**src/rtl/display_update_arbiter.sv**
```systemverilog
// Arbitrates two display-update requesters into one staging buffer and commits
// it to the pixel generator at vertical-blank start so frames never tear.
module display_update_arbiter #(
    parameter int unsigned H_TOTAL  = 800,
    parameter int unsigned V_ACTIVE = 480,
    parameter int unsigned STATE_W  = 3,
    parameter int unsigned DEST_W   = 3,
    parameter int unsigned PEOPLE_W = 8,
    parameter int unsigned DROP_W   = 8
) (
    input  logic                pixel_clk,
    input  logic                reset,
    input  logic [9:0]          horiz_count,
    input  logic [9:0]          vert_count,
    input  logic [1:0]          req,
    input  logic [STATE_W-1:0]  state_in0,
    input  logic [STATE_W-1:0]  state_in1,
    input  logic [DEST_W-1:0]   dest_in0,
    input  logic [DEST_W-1:0]   dest_in1,
    input  logic [PEOPLE_W-1:0] people_in0,
    input  logic [PEOPLE_W-1:0] people_in1,
    output logic [1:0]          ack,
    output logic [STATE_W-1:0]  sim_state,
    output logic [DEST_W-1:0]   destination,
    output logic [PEOPLE_W-1:0] people_data,
    output logic                frame_tick,
    output logic                pending,
    output logic [DROP_W-1:0]   dropped_updates
);

    typedef struct packed {
        logic [STATE_W-1:0]  sim_state;
        logic [DEST_W-1:0]   destination;
        logic [PEOPLE_W-1:0] people_data;
    } payload_t;

    localparam logic [9:0] COMMIT_LINE = 10'(V_ACTIVE);

    payload_t   payload0;
    payload_t   payload1;
    payload_t   grant_payload;
    payload_t   staging;
    payload_t   shown;

    logic [1:0] holdoff;
    logic [1:0] eligible;
    logic [1:0] grant_onehot;
    logic       rr_ptr;
    logic       grant_valid;
    logic       grant_idx;
    logic       line_in_range;
    logic       commit_point;
    logic       overwrite;

    assign payload0      = {state_in0, dest_in0, people_in0};
    assign payload1      = {state_in1, dest_in1, people_in1};
    assign grant_payload = grant_idx ? payload1 : payload0;

    // Counter values past the end of a line never qualify as a commit point.
    assign line_in_range = 32'(horiz_count) < H_TOTAL;
    assign commit_point  = line_in_range && (vert_count == COMMIT_LINE) && (horiz_count == '0);

    // A grant onto uncommitted data loses it, unless a commit drains it first.
    assign overwrite     = grant_valid && pending && !commit_point;
    assign grant_onehot  = {grant_valid & grant_idx, grant_valid & ~grant_idx};

    always_comb begin
        // NOTE: defaults assigned first so every path drives every signal; no latches.
        eligible    = req & ~holdoff;
        grant_valid = 1'b0;
        grant_idx   = 1'b0;
        unique case (eligible)
            2'b01: begin
                grant_valid = 1'b1;
                grant_idx   = 1'b0;
            end
            2'b10: begin
                grant_valid = 1'b1;
                grant_idx   = 1'b1;
            end
            2'b11: begin
                grant_valid = 1'b1;
                grant_idx   = rr_ptr;
            end
            default: begin
                grant_valid = 1'b0;
                grant_idx   = 1'b0;
            end
        endcase
    end

    // NOTE: every register is cleared by the asynchronous reset; there is no storage array here.
    always_ff @(posedge pixel_clk or posedge reset) begin
        if (reset) begin
            ack             <= '0;
            holdoff         <= '0;
            rr_ptr          <= 1'b0;
            staging         <= '0;
            shown           <= '0;
            frame_tick      <= 1'b0;
            pending         <= 1'b0;
            dropped_updates <= '0;
        end else begin
            // NOTE: non-blocking assignments so every register sees pre-edge values.
            ack        <= grant_onehot;
            holdoff    <= grant_onehot;
            frame_tick <= commit_point;

            if (grant_valid) begin
                rr_ptr  <= ~grant_idx;
                staging <= grant_payload;
            end

            // The commit reads staging as it was before this edge.
            if (commit_point && pending) begin
                shown <= staging;
            end

            if (grant_valid) begin
                pending <= 1'b1;
            end else if (commit_point) begin
                pending <= 1'b0;
            end

            if (overwrite && (dropped_updates != '1)) begin
                dropped_updates <= dropped_updates + DROP_W'(1);
            end
        end
    end

    assign sim_state   = shown.sim_state;
    assign destination = shown.destination;
    assign people_data = shown.people_data;

endmodule

```
**config.mk**
```make
export PLATFORM = sky130hd
export DESIGN_NAME = display_update_arbiter
export DESIGN_NICKNAME = d
export VERILOG_FILES = /design/src/rtl/display_update_arbiter.sv
export SDC_FILE = /design/constraint.sdc
export NUM_CORES = 1
export LEC_CHECK = 0
export ABC_CLOCK_PERIOD_IN_PS = 2200
export CAP_MARGIN = 10
export CELL_PAD_IN_SITES_DETAIL_PLACEMENT = 1
export CELL_PAD_IN_SITES_GLOBAL_PLACEMENT = 2
export CORE_MARGIN = 4
export CORE_UTILIZATION = 26
export CTS_CLUSTER_SIZE = 16
export DETAILED_ROUTE_END_ITERATION = 16
export PLACE_DENSITY = 0.79
export SYNTH_ARGS = -nofsm -noshare
export SYNTH_HDL_FRONTEND = slang
export SYNTH_SLANG_ARGS = --single-unit
```
**constraint.sdc**
```tcl
create_clock -name pixel_clk -period 2.2 [get_ports pixel_clk]
set_input_delay 0.44 -clock pixel_clk [delete_from_list [all_inputs] [get_ports pixel_clk]]
set_output_delay 0.44 -clock pixel_clk [all_outputs]
set_load 0.005 [all_outputs]
```
; After elaboration in Yosys (flattened, before gate mapping)
; Index checks and enable logic that the tools add are counted.
; Widths: inputs -> output; s select.
[totals]
regBits = 41
input_bits = 52
output_inout_bits = 26
wordCells = 38
[op_classes]
n_addsub = 1
magnitude_cmp = 1
n_eq_ne = 5
n_mux = 5
bitwise_logic = 5
n_reduce_logical = 10
[op_table]
columns = cell, n
row1 = $mux 14, 1
row2 = $eq 10x9->1 const B, 1
row3 = $logic_not 10->1, 1
row4 = $lt 10x10->1 const B, 1
row5 = $add 8x1->8 const B, 1
row6 = $ne 8x8->1 const B, 1
row7 = $logic_and 1x1->1, 6
row8 = $eq 2x2->1 const B, 2
row9 = $mux 1, 3
row10 = $reduce_or 3->1, 1
row11 = $and 1x1->1, 2
row12 = $and 2x2->2, 1
row13 = $eq 2x1->1 const B, 1
row14 = $not 2->2, 1
row15 = $pmux 1 s2, 1
row16 = $reduce_bool 2->1, 1
row17 = $logic_not 1->1, 1
row18 = $not 1->1, 1

; Depth between registers and ports, before layout
[depth]
word_depth = 8
mapped_depth = 7
depth_no_buf = 6

; Worst setup path before layout
; OpenSTA, ideal clock, no wires.
[synth_path]
path_type = input -> register
from = input vert_count[3]
to = register shown, in the netlist destination[0]
setup_ns = 0.125
arrival_ns = 1.864
required_time_ns = 2.075
path_slack_ns = 0.211
stages = 6
path_buffers = 1
path_cell_list = or4b_4 > nor3_2 > and3_4 > nand2_4 > buf_12 > mux2_4
[synth_via]
elab_chain_cells = 4
[synth_lines]
columns = item, line_no
row1 = "start, declared", 14  ; input logic [9:0] vert_count,
row2 = $eq 10x9->1, 61  ; assign commit_point = line_in_range && (vert_count == COMMIT_LINE) && (horiz_count == '0);
row3 = $logic_and 1x1->1 (2 in series), 61
row4 = $logic_and 1x1->1, 115  ; if (commit_point && pending) begin
row5 = "end signal, assigned", 116  ; shown <= staging;
row6 = "end, declared", 43  ; payload_t shown;
; No other way between the ends.
; A chain may end at the register's enable or synchronous reset.

; Worst setup path in the final report
[layout_path]
from = input vert_count[3]
to = register shown, in the netlist destination[1]
; The elaborated chain is that of the path after synthesis.

==> flow_metrics.py <==
metrics = {
    "logic_synthesis": {
        "synthTopCellsByArea": "dfrtp_1 56%, mux2_4 8.2%, a22o_1 6.7%",
        "synth_most_common_cell": "dfrtp_1",
        "avgSynthCellArea_um2": 13.3,
        "synth_top_family_by_area": "compound AO/OA/AOI/OAI gates",
        "netlist_area_um2": 1820,
        "syn_inst": 137,
        "synth-adder-area-share_pct": 0.687,
        "ys_top_cells_by_count": "41 x dfrtp_1, 15 x a21o_1, 14 x a22o_1",
        "yosysTopAreaCellShare_pct": 56.3,
        "yosys_warnings": 0,
        "synth_cell_types": 31,
        "synth_ff_type": "dfrtp_1",
        "synth-edff-count": 0,
        "synth_simple_gate_area_share_pct": 11.5,
        "synth_compound_area_share_pct": 13.8,
        "synthMuxAreaShare_pct": 12.6,
        "synth_fp_nets": 190,
        "yosys.area_share.xor_xnor_pct": 2.40,
        "synth-async-reset-ratio_pct": 100,
        "synth-seq-cells": 41,
        "ys_seq_area_share_pct": 56.3,
        "yosys.area.top_type": "dfrtp_1",
    },
    "worst_setup_path": {
        "required_ns": 2.37,
        "cp.arrival_ns": 2.27,
        "crit_path_start_kind": "input pin",
        "cp_max_fo": 14,
        "critPathKind": "input pin to register",
        "end_kind": "register",
    },
    "die": {
        "die_width_um": 91.7,
        "core_area_um2": 6790,
        "die-area_um2": 8410,
        "die_y_um": 91.7,
        "ios": 78,
        "core.rowCount": 30,
        "initial_core_util_pct": 26.8,
    },
    "power_and_ir_drop": {
        "p_leak_nw": 1.32,
        "power_mw": 2.30,
        "ir_worst_vdd_mv": 0.484,
        "p_per_area_nw_per_um2": 801,
    },
    "sta": {
        "tightest_slew_ns": 0.639,
        "finalCritPeriodShare_pct": 95.3,
        "fin_skew_ns": 0.00620,
        "period_needed_ns": 2.10,
        "slew_headroom_pct": 57.2,
        "fmax_mhz": 477,
        "setup_violations": 0,
        "worst_slack_ns": 0.102,
        "hold_viol": 0,
        "grt_setup_unrepaired": "false",
        "slew_violations": 0,
    },
    "finish": {
        "fillers": 735,
        "design_area_um2": 2870,
        "drive_gt1_share_pct": 17.0,
        "n_antenna_cell": 0,
        "syn2layout_area_growth_pct": 57.3,
        "nNetsFinal": 277,
    },
    "cts": {
        "cts_buffer_depth": 2,
        "cts.sinks": 41,
        "numCtsBuffers": 5,
        "cts_tree": "yes",
        "cts_setup_buffers": 0,
        "clock_latency_ns": 0.29,
        "cts_root_buffer": "clkbuf_8",
        "cts_hold_buf": 0,
        "clkTransAtPathRegs_ns": 0.08,
        "cts.htree.levels": 2,
        "cts_resized": 0,
    },
    "routing": {
        "wl_mm": 4.84,
        "firstDrtPassIters": 4,
        "drtIter0Drc": 25,
        "vias_per_cell": 4.44,
        "drc": 0,
        "ant_nets": 0,
        "wl_per_cell_um": 15.1,
        "num_vias": 1422,
    },
    "global_routing": {
        "overflow": 0,
        "grt_use_met1_pct": 15.6,
        "grt_pass1_wl_mm": 7.98,
        "grt_pass1_vias": 1577,
        "antenna_found_initial": 0,
        "globalRouteMet2Util_pct": 19.5,
        "grt_max_degree": 23,
        "grt-busiest-layer": "met2",
        "grt_use_total_pct": 11.9,
        "grtUsageMet3_pct": 3.53,
    },
    "hold_path": {
        "holdCritPathClass": "input pin to async pin",
    },
    "flow_run": {
        "cap_violations": 0,
    },
    "place": {
        "hpwl_mm": 3.71,
        "io_buffers": 77,
        "dpl_cell_area_um2": 2750,
        "dp_slack_ns": -0.266,
        "gp_congestion": 0.712,
    },
    "run_status": {
        "status": "completed",
    },
}
final timing paths:
check	endpoint	start	slack, ns	cells after the start
min reg2reg	rr_ptr	rr_ptr	0.49	1
max in group asynchronous	staging[1]	reset	1.21	3
min in group pixel_clk	rr_ptr	rr_ptr	0.49	1
max reg2reg	dropped_updates[7]	holdoff[1]	0.34	5
min	dropped_updates[6]	reset	0.49	2
max	destination[1]	vert_count[3]	0.10	6
flip-flops by register name, indices dropped and copies added (netlist names):
register,flops
staging,14
dropped_updates,8
people_data,8
destination,3
sim_state,3
holdoff,2
frame_tick,1
pending,1
rr_ptr,1
worst max-delay path, cell delays in order:
cell and delay [ns]:
clkdlybuf4s50_1 0.39, or4b_4 0.54, nor3_2 0.19, and3_4 0.25
nand2_8 0.13, mux2_4 0.33
cells in the final DEF, fill, tap and decap left out, types with 2 or more instances in the layout:
| master | Yosys | layout |
|---|---|---|
| a21o_1 | 15 | 15 |
| a22o_1 | 14 | 14 |
| buf_4 | 0 | 8 |
| clkbuf_8 | 0 | 5 |
| clkdlybuf4s50_1 | 0 | 77 |
| dfrtp_1 | 41 | 41 |
| inv_1 | 3 | 2 |
| mux2_2 | 6 | 6 |
| mux2_4 | 10 | 10 |
| nand2_1 | 2 | 2 |
| nand2b_1 | 5 | 5 |
| nand3_1 | 3 | 3 |
| nor2_1 | 6 | 6 |
| nor3_1 | 4 | 4 |
| nor4_1 | 2 | 2 |
| xor2_1 | 4 | 4 |
logic make-up (layout without fill, tap and decap cells):
family | count (synthesis) | after routing
AOI/OAI and AO/OA | 31 | 31
xor gates and xnor gates | 5 | 5
adders and majority gates | 1 | 1
buffers and inverters | 9 | 96
DFF | 41 | 41
muxes | 17 | 17
and+or+nand+nor | 33 | 33
cell type report:
| cell class | count | area, µm² | share of cell area, % |
|---|---|---|---|
| multi-input cells | 87 | 754 | 26.3 |
| well taps | 96 | 120 | 4.19 |
| clock inverters | 2 | 35.0 | 1.22 |
| clock buffers | 5 | 68.8 | 2.40 |
| repair buffers | 86 | 851 | 29.7 |
| inverters | 3 | 11.3 | 0.393 |
| flip-flops and latches | 41 | 1030 | 35.8 |
through the flow:
step                      instances  setup TNS [ns]  hold slack, ns  utilization, %
after floorplan                 137               0           0.450               -
after global placement          313           -3.80           0.459            40.5
after detailed placement        313           -4.57           0.480            40.5
after CTS                       320               0           0.497            42.1
after global routing            320               0           0.522            42.2
final                           320               0           0.494            42.2
metal layers:
metal | part of all wire (%) | vias to the layer above
li1 | - | 671
met1 | 45 | 697
met2 | 49 | 49
met3 | 5.8 | 5
met4 | 0.64 | 0
met5 | 0 | -
where the power goes:
part	switching [mW]	internal [mW]	total (mW)
Sequential	0.136	0.913	1.05
Combinational	0.238	0.421	0.659
Clock	0.257	0.330	0.587
No activity file was read; power rests on OpenSTA's default activity.
